$ cat src/rtl/mines_pkg.sv
// mines_pkg: shared definitions for the 4x4 minesweeper game-flow controller.
//   - state_t     : controller FSM encoding (also driven onto the LED state port)
//   - GRID_DIM    : board side length; NUM_TILES = GRID_DIM*GRID_DIM
//   - dir_t       : mv_dir codes
//   - nb_dr/nb_dc : neighbor offset table, k = 0..7 in raster order around the center
package mines_pkg;

  localparam int GRID_DIM  = 4;
  localparam int NUM_TILES = GRID_DIM * GRID_DIM;

  typedef enum logic [2:0] {
    S_IDLE  = 3'd0,
    S_PLACE = 3'd1,
    S_PLAY  = 3'd2,
    S_COUNT = 3'd3,
    S_WRITE = 3'd4,
    S_LOST  = 3'd5,
    S_WON   = 3'd6
  } state_t;

  typedef enum logic [1:0] {
    DIR_UP    = 2'b00,
    DIR_DOWN  = 2'b01,
    DIR_LEFT  = 2'b10,
    DIR_RIGHT = 2'b11
  } dir_t;

  // Row offset of neighbor k: (-1,-1),(-1,0),(-1,1),(0,-1),(0,1),(1,-1),(1,0),(1,1)
  function automatic logic signed [2:0] nb_dr(input logic [2:0] k);
    case (k)
      3'd0, 3'd1, 3'd2: nb_dr = -3'sd1;
      3'd3, 3'd4:       nb_dr = 3'sd0;
      default:          nb_dr = 3'sd1;
    endcase
  endfunction

  // Column offset of neighbor k, same ordering as nb_dr
  function automatic logic signed [2:0] nb_dc(input logic [2:0] k);
    case (k)
      3'd0, 3'd3, 3'd5: nb_dc = -3'sd1;
      3'd1, 3'd6:       nb_dc = 3'sd0;
      default:          nb_dc = 3'sd1;
    endcase
  endfunction

endpackage

$ cat src/rtl/mines_neighbor_addr.sv
// mines_neighbor_addr: combinational neighbor address generator.
// Ports:
//   center    in  IDX_W : tile index whose neighborhood is scanned
//   k         in  3     : neighbor number 0..7 (order from mines_pkg offset table)
//   in_bounds out 1     : neighbor lies on the board
//   nb_idx    out IDX_W : neighbor tile index (0 when off-board)
module mines_neighbor_addr #(
  parameter int GRID_DIM = 4,
  parameter int IDX_W    = $clog2(GRID_DIM * GRID_DIM)
) (
  input  logic [IDX_W-1:0] center,
  input  logic [2:0]       k,
  output logic             in_bounds,
  output logic [IDX_W-1:0] nb_idx
);
  import mines_pkg::*;

  int row, col, nrow, ncol;

  always_comb begin
    row       = int'(center) / GRID_DIM;
    col       = int'(center) % GRID_DIM;
    nrow      = row + int'(nb_dr(k));
    ncol      = col + int'(nb_dc(k));
    in_bounds = (nrow >= 0) && (nrow < GRID_DIM) && (ncol >= 0) && (ncol < GRID_DIM);
    nb_idx    = in_bounds ? IDX_W'(nrow * GRID_DIM + ncol) : '0;
  end

endmodule

$ cat src/rtl/mines_game_ctrl.sv
// mines_game_ctrl: game-flow controller for the minesweeper board.
// Sequences the mine placer, owns cursor and revealed mask, resolves reveals
// against a latched mine map and serially counts adjacent mines.
// Ports:
//   clk, rst (async, active-low)
//   start          in  : level request, rising edge starts a new game
//   mv_req/mv_dir  in  : one-cycle move pulse and direction
//   reveal_req     in  : one-cycle reveal of the tile under the cursor
//   mine_map       in  : placer output, bit i = mine at tile i
//   placement_done in  : placer done level
//   init_game      out : one-cycle pulse to the placer
//   cursor         out : current tile index
//   revealed       out : revealed-tile mask
//   adj_wr_en/adj_wr_idx/adj_wr_cnt out : per-tile adjacent-count write strobe
//   state          out : FSM encoding
//   game_over/game_won out : high in LOST / WON
module mines_game_ctrl #(
  parameter int GRID_DIM = 4
) (
  input  logic                                   clk,
  input  logic                                   rst,
  input  logic                                   start,
  input  logic                                   mv_req,
  input  logic [1:0]                             mv_dir,
  input  logic                                   reveal_req,
  input  logic [GRID_DIM*GRID_DIM-1:0]           mine_map,
  input  logic                                   placement_done,
  output logic                                   init_game,
  output logic [$clog2(GRID_DIM*GRID_DIM)-1:0]   cursor,
  output logic [GRID_DIM*GRID_DIM-1:0]           revealed,
  output logic                                   adj_wr_en,
  output logic [$clog2(GRID_DIM*GRID_DIM)-1:0]   adj_wr_idx,
  output logic [3:0]                             adj_wr_cnt,
  output logic [2:0]                             state,
  output logic                                   game_over,
  output logic                                   game_won
);
  import mines_pkg::*;

  localparam int N_TILES = GRID_DIM * GRID_DIM;
  localparam int IDX_W   = $clog2(N_TILES);
  localparam logic [IDX_W-1:0] DIM     = IDX_W'(GRID_DIM);
  localparam logic [IDX_W-1:0] LAST_RC = IDX_W'(GRID_DIM - 1);

  state_t             state_q, state_d;
  logic               start_q, start_edge, start_ok;
  logic [N_TILES-1:0] map_q;
  logic [2:0]         nb_k;
  logic [3:0]         acc;
  logic [IDX_W-1:0]   cursor_mv, cur_row, cur_col, nb_idx;
  logic               nb_in, nb_hit, reveal_ok, all_safe_revealed;

  mines_neighbor_addr #(.GRID_DIM(GRID_DIM), .IDX_W(IDX_W)) u_nb (
    .center    (cursor),
    .k         (nb_k),
    .in_bounds (nb_in),
    .nb_idx    (nb_idx)
  );

  assign start_edge = start & ~start_q;
  // Edges arriving while placing or counting are dropped, not queued.
  assign start_ok   = (state_q == S_IDLE) || (state_q == S_PLAY) ||
                      (state_q == S_LOST) || (state_q == S_WON);
  assign nb_hit     = nb_in & map_q[nb_idx];
  assign reveal_ok  = reveal_req & ~revealed[cursor];
  assign all_safe_revealed = ($countones(revealed) == (N_TILES - $countones(map_q)));
  assign cur_row    = cursor / DIM;
  assign cur_col    = cursor % DIM;

  // Saturating cursor step, no wrap at the board edges
  always_comb begin
    cursor_mv = cursor;
    case (mv_dir)
      DIR_UP:    if (cur_row != '0)     cursor_mv = cursor - DIM;
      DIR_DOWN:  if (cur_row != LAST_RC) cursor_mv = cursor + DIM;
      DIR_LEFT:  if (cur_col != '0)     cursor_mv = cursor - IDX_W'(1);
      DIR_RIGHT: if (cur_col != LAST_RC) cursor_mv = cursor + IDX_W'(1);
    endcase
  end

  always_ff @(posedge clk or negedge rst) begin
    if (!rst) state_q <= S_IDLE;
    else      state_q <= state_d;
  end

  // init_game is high only in the first PLACE cycle, so it doubles as the
  // marker for ignoring a possibly stale placement_done.
  always_comb begin
    state_d = state_q;
    case (state_q)
      S_IDLE, S_LOST, S_WON: if (start_edge) state_d = S_PLACE;
      S_PLACE: if (placement_done && !init_game) state_d = S_PLAY;
      S_PLAY: begin
        if (start_edge)     state_d = S_PLACE;
        else if (reveal_ok) state_d = map_q[cursor] ? S_LOST : S_COUNT;
      end
      S_COUNT: if (nb_k == 3'd7) state_d = S_WRITE;
      S_WRITE: state_d = all_safe_revealed ? S_WON : S_PLAY;
      default: state_d = S_IDLE;
    endcase
  end

  always_ff @(posedge clk or negedge rst) begin
    if (!rst) begin
      start_q   <= 1'b0;
      init_game <= 1'b0;
      cursor    <= '0;
      revealed  <= '0;
      map_q     <= '0;
      nb_k      <= '0;
      acc       <= '0;
    end else begin
      start_q   <= start;
      init_game <= 1'b0;
      if (start_edge && start_ok) begin
        init_game <= 1'b1;
        revealed  <= '0;
        cursor    <= '0;
      end else begin
        case (state_q)
          S_PLACE: if (placement_done && !init_game) map_q <= mine_map;
          S_PLAY: begin
            // A reveal always takes precedence; a coincident move is dropped.
            if (reveal_req) begin
              if (reveal_ok) begin
                revealed[cursor] <= 1'b1;
                nb_k             <= '0;
                acc              <= '0;
              end
            end else if (mv_req) begin
              cursor <= cursor_mv;
            end
          end
          S_COUNT: begin
            acc  <= acc + 4'(nb_hit);
            nb_k <= nb_k + 3'd1;
          end
          default: ;
        endcase
      end
    end
  end

  assign adj_wr_en  = (state_q == S_WRITE);
  assign adj_wr_idx = adj_wr_en ? cursor : '0;
  assign adj_wr_cnt = adj_wr_en ? acc : '0;
  assign state      = state_q;
  assign game_over  = (state_q == S_LOST);
  assign game_won   = (state_q == S_WON);

endmodule

$ cat config.mk
export PLATFORM = sky130hd
export DESIGN_NAME = mines_game_ctrl
export DESIGN_NICKNAME = d
export VERILOG_FILES = /design/src/rtl/mines_pkg.sv /design/src/rtl/mines_neighbor_addr.sv /design/src/rtl/mines_game_ctrl.sv
export SDC_FILE = /design/constraint.sdc
export NUM_CORES = 1
export LEC_CHECK = 0
export BUFFER_PORTS_ARGS = -buffer_cell sky130_fd_sc_hd__buf_2
export CAP_MARGIN = 0
export CORE_UTILIZATION = 58
export DETAILED_ROUTE_END_ITERATION = 12
export PLACE_DENSITY_LB_ADDON = 0.3
export SYNTH_ARGS = -nofsm -noshare
export SYNTH_HDL_FRONTEND = slang
export SYNTH_HIERARCHICAL = 1
export SYNTH_SLANG_ARGS = --single-unit
$ cat constraint.sdc
create_clock -name clk -period 5.8 [get_ports clk]
set_clock_uncertainty 0.2 [all_clocks]
set_input_delay 1.74 -clock clk [delete_from_list [all_inputs] [get_ports clk]]
set_output_delay 1.74 -clock clk [all_outputs]
set_load 0.01 [all_outputs]
# Word-level counts from Yosys, hierarchy flattened
# Index checks and enable logic that the tools add are counted.
# Widths: inputs -> output; s select.
word_totals:
  reg_bits: 48
  inputBits: 24
  out_inout_bits: 35
op_classes:
  n_addsub: 40
  n_lt_le_gt_ge: 7
  n_eq_ne: 30
  n_mux: 41
  n_bitwise: 7
  n_reduce_logical: 30
op_table:
  columns: ["cell", "n"]
  rows:
  - ["$mux 16", 4]
  - ["$mux 4", 13]
  - ["$add 1x1->2", 16]
  - ["$mux 3", 9]
  - ["$add 2x2->3", 8]
  - ["$add 3x3->4", 6]
  - ["$eq 3x3->1 const B", 7]
  - ["$pmux 3 s2", 3]
  - ["$or 16x16->16", 1]
  - ["$pmux 4 s4", 1]
  - ["$ne 3x3->1 const B", 5]
  - ["$pmux 3 s5", 1]
  - ["$ne 2x2->1 const B", 7]
  - ["$bmux 1 s4", 3]
  - ["$eq 3x2->1 const B", 4]
  - ["$ge 4x1->1 const B", 3]
  - ["$add 4x4->5", 2]
  - ["$lt 4x5->1 const B", 2]
  - ["$reduce_bool 2->1", 5]
  - ["$reduce_or 3->1", 3]
  - ["$lt 4x4->1 const B", 2]
  - ["$pmux 4 s2", 1]
  - ["$reduce_and 4->1", 2]
  - ["$reduce_bool 4->1", 2]
  - ["25 further kinds", 45]

# Logic depth before layout (Yosys ltp)
logic_depth:
  word_depth: 14
  ltp_mapped: 17
  depth_no_buf: 17

# Cells and area by module
# The synthesis kept the hierarchy.
by_module_without_submodules:
  columns: ["mod", "n_inst", "cells_per_inst", "area_each_um2"]
  rows:
  - ["mines_game_ctrl", 1, 357, 3622.2]
  - ["mines_neighbor_addr", 1, 39, 339.1]

# Worst setup path after synthesis
# OpenSTA, ideal clock, no wires.
synth_path:
  path_type: "flip-flop to flip-flop"
  startpoint: "register map_q[13]"
  endpoint: "register state_q[2] (netlist: state[2])"
  arrival_time_ps: 4214
  slack_ps: 1256
  stages_incl_launch_ff: 17
  period_less_slack_ps: 4544
  path_cell_list: "dfrtp_1 -> fa_1 -> inv_1 -> ha_1 -> inv_1 -> fa_1 -> fa_1 -> inv_1 -> fa_1 -> ha_1 -> ha_1 -> fa_1 -> xor2_1 -> xor2_1 -> and3_1 -> o21ai_0 -> a31oi_1"
synth_via:
  elab_chain_cells: 8
  word_cells_on_any_way: 13
synth_lines:
  columns: ["element", "line_no", "rtl"]
  rows:
  - ["from (decl)", "mines_game_ctrl.sv:47", "logic [N_TILES-1:0] map_q;"]
  - ["from (signal assigned)", "mines_game_ctrl.sv:121", "S_PLACE: if (placement_done && !init_game) map_q <= mine_map;"]
  - ["$add 1x1->2 (implied by the code)", "mines_game_ctrl.sv:66", "assign all_safe_revealed = ($countones(revealed) == (N_TILES - $countones(map_q)));"]
  - ["$add 2x2->3 (implied by the code)", "mines_game_ctrl.sv:66", null]
  - ["$add 3x3->4 (implied by the code)", "mines_game_ctrl.sv:66", null]
  - ["$add 4x4->5 (implied by the code)", "mines_game_ctrl.sv:66", null]
  - ["$sub 5x5->6", "mines_game_ctrl.sv:66", null]
  - ["$eq 6x6->1", "mines_game_ctrl.sv:66", null]
  - ["$mux 3", "mines_game_ctrl.sv:98", "S_WRITE: state_d = all_safe_revealed ? S_WON : S_PLAY;"]
  - ["$pmux 3 s5 *", "mines_game_ctrl.sv:90", "case (state_q)"]
  - ["to (signal assigned)", "mines_game_ctrl.sv:83", "else state_q <= state_d;"]
  - ["to (decl)", "mines_game_ctrl.sv:45", "state_t state_q, state_d;"]
# Every way passes the cells marked *; elsewhere a longest branch is shown, timed or not. The select of a mux whose other input is x is not followed.
# A chain may end at the register's enable or synchronous reset.

# Worst setup path after layout
# Same ends and word-level chain as after synthesis.

==> qor.csv <==
stage;metric;value;unit
floorplan;Die X;84.64;um
drt;first-pass iteration count of the detailed router;6;
logic_synthesis;Seq/Total Area, Yosys;30.32;%
clock_network;clk_lat worst skew;310;ps
placed_design;dpl cell area;0.004300;mm^2
clock_network;cts hold-fix bufs;0;
cells_and_area;Nets;530;
timing;Final period util;83.24;%
cells_and_area;finished layout cell area;0.004394;mm^2
grt;vias in the first global route;3058;
floorplan;Initial Util;61.33;%
setup_path;Setup Crit Path Kind;register to register;
drt;DRC viols;0;
drt;WL per Instance;16.87;um
timing;RSZ-0062 raised after global routing;no;
timing;max-slew violation count;0;
timing;final setup fails;0;
cells_and_area;area of the multi-input gates;0.002480;mm^2
grt;initial antenna violation count;0;
setup_path;worst endpoint required time;5780;ps
setup_path;critical path launch point type;register;
logic_synthesis;post-synthesis register bit count;48;
drt;post-route ant nets;0;
flow_run;max-cap viol count;0;
setup_path;Worst setup EP type;register;
drt;Vias;3099;
cells_and_area;antenna diode count;0;
setup_path;CP Max Fanout;4;
logic_synthesis;ys async rst share;100.0;%
timing;setup TNS;0;ps
timing;min Tclk post-route;4828;ps
placed_design;Final GP Congestion;0.8935;
floorplan;die area;0.007164;mm^2
cells_and_area;fraction of layout cells with a size suffix above 1;21.73;%
grt;grt ovf;0;
logic_synthesis;Synthesized Nets;476;
run_status;status;finished clean;
floorplan;row cnt;29;
cells_and_area;fillers;516;
worst_hold_path;hold path depth;2;
grt;first-pass GRT wire length;14720;um
floorplan;Core ar.;0.006459;mm^2
clock_network;Max Root-Sink Buffers;2;
logic_synthesis;Post-synth EDFFs;0;
logic_synthesis;Mean Syn Cell Area;10.00;um^2
clock_network;root buf cell;clkbuf_8;
logic_synthesis;mapped cell area;0.003961;mm^2
placed_design;port buffer count;58;
setup_path;r2r worst-path depth;16;
placed_design;DP HPWL;6782;um
clock_network;Worst-path clk slew;90;ps
clock_network;CTS tree;done;
logic_synthesis;top_reg_cell synth;dfrtp_1;
logic_synthesis;Syn Inst Count;396;
clock_network;cells resized by post-CTS repair;0;
worst_hold_path;worst hold path type;register to register;
drt;Vias/cell;5.869;
timing;Max Fclk;207.1;MHz
logic_synthesis;Yosys cell types;48;
timing;max_slew headroom;49.90;%
timing;Fin. Hold Viols;0;
clock_network;Post-CTS Setup Bufs;0;
clock_network;htree depth;2;
cells_and_area;register area;0.001201;mm^2
floorplan;chip height;84.64;um
clock_network;# clock sinks;48;
floorplan;# IOs;59;
timing;measured slew at the worst slew-check pin;748.7;ps
logic_synthesis;total number of yosys warnings;6;
clock_network;Num CTS Buffers;5;
grt;GR Util All Layers;26.42;%
cells_and_area;synthesis-to-finish area growth;10.93;%
drt;First DRT Iteration DRCs;219;
grt;largest net degree at the start of global routing;49;
setup_path;Arr. time, crit path;4810;ps
drt;WL final;8909;um
==> synth_stat cells (3+ instances only) <==
| cell | count | area (um^2) |
|---|---|---|
| xor2_1 | 11 | 96.34 |
| inv_1 | 49 | 183.9 |
| a32o_1 | 5 | 50.05 |
| o22ai_1 | 6 | 37.54 |
| clkbuf_1 | 10 | 37.54 |
| mux4_2 | 13 | 292.8 |
| mux2_1 | 3 | 33.78 |
| nand3_1 | 9 | 45.04 |
| o21ai_0 | 13 | 65.06 |
| ha_1 | 32 | 400.4 |
| o21ai_1 | 15 | 75.07 |
| xnor2_1 | 4 | 35.03 |
| nor3_1 | 3 | 15.01 |
| nand2b_1 | 5 | 31.28 |
| mux2i_1 | 3 | 30.03 |
| and2_1 | 13 | 81.33 |
| a21oi_1 | 16 | 80.08 |
| and3_1 | 3 | 18.77 |
| nand2_1 | 43 | 161.4 |
| a21o_1 | 4 | 30.03 |
| mux2_2 | 7 | 78.83 |
| fa_1 | 24 | 480.5 |
| nor2_1 | 17 | 63.81 |
| dfrtp_1 | 48 | 1201 |
| nand3b_1 | 3 | 22.52 |
| buf_6 | 3 | 33.78 |
| nor2b_1 | 9 | 56.30 |
==> layer usage <==
layer,vias to the layer above,global-route usage [%],wire length [um]
met4,0,7.396,93
met2,126,41.09,4193
met3,12,6.096,709
met1,1510,37.53,3913
met5,-,0,0
li1,1451,-,-
==> registers in the layout, indices dropped and copies added (netlist names) <==
name and flops:
map_q 16, revealed 16, acc 4, cursor 4, nb_k 3, state 3, init_game 1, start_q 1
==> per-stage QoR <==
| stage | setup slack, ps | hold WS, ps | util (%) | cells |
|---|---|---|---|---|
| final | 971.9 | 345.0 | 68.04 | 528 |
| after global routing | 704.3 | 390.0 | 68.04 | 528 |
| after CTS | 941.0 | 354.0 | 68.04 | 528 |
| after detailed placement | 952.5 | 327.7 | 66.58 | 520 |
| after global placement | 1138 | 313.1 | 66.58 | 520 |
| after floorplan | 1256 | 296.6 | - | 396 |
==> worst paths after layout <==
| check | startpoint | endpoint | slack, ps |
|---|---|---|---|
| setup / recovery | map_q[13] | state[2] | 970 |
| min in group asynchronous | rst | revealed[6] | 1320 |
| hold reg to reg | acc[3] | acc[3] | 340 |
| max in group asynchronous | rst | map_q[10] | 3660 |
| setup reg to reg | map_q[13] | state[2] | 970 |
| hold / removal | acc[3] | acc[3] | 340 |
==> worst max-delay path, cell delays in order (launching register included) <==
cell and delay, ps:
dfrtp_1 430, fa_1 560, inv_1 50, ha_1 190, inv_1 70, fa_1 440
fa_1 450, fa_1 520, inv_1 40, ha_1 280, ha_1 220, fa_1 380
xor2_1 190, xor2_1 170, and3_1 180, o21ai_0 220, a31oi_1 100
==> placed cells by master, fill, tap and decap left out, types with 5 or more instances in the layout <==
cell type  instances
a21oi_1           16
a32o_1             5
and2_1            13
buf_2             58
buf_4              6
clkbuf_8           6
dfrtp_1           48
fa_1              24
ha_1              32
inv_1             49
mux2_2             7
mux4_2            13
nand2_1           43
nand2b_1           5
nand3_1            9
nor2_1            17
nor2b_1            9
o21ai_0           13
o21ai_1           15
o22ai_1            6
xor2_1            11
==> final cells by class <==
cell class                 count  area share (%)
sequential                    48           27.33
inverter                      50           4.271
tap                           77           2.192
multi-input combinational    281           56.44
clock buffer                   7           1.965
timing repair buffer          64           7.631
clock inverter                 1          0.1708
==> kinds of logic (layout without fill, tap and decap cells) <==
family	Yosys count	after routing	share of synthesized area (%)
DFF	48	48	30.32
buffers and inverters	67	122	7.075
muxes	26	26	10.99
AOI/OAI and AO/OA	74	74	12.41
adders and majority gates	56	56	22.24
and+or+nand+nor	110	110	13.64
xor gates and xnor gates	15	15	3.316
Power is left out: the tool's default activity adds up to more than one toggle a clock period on the data nets, which glitch-free logic cannot reach.
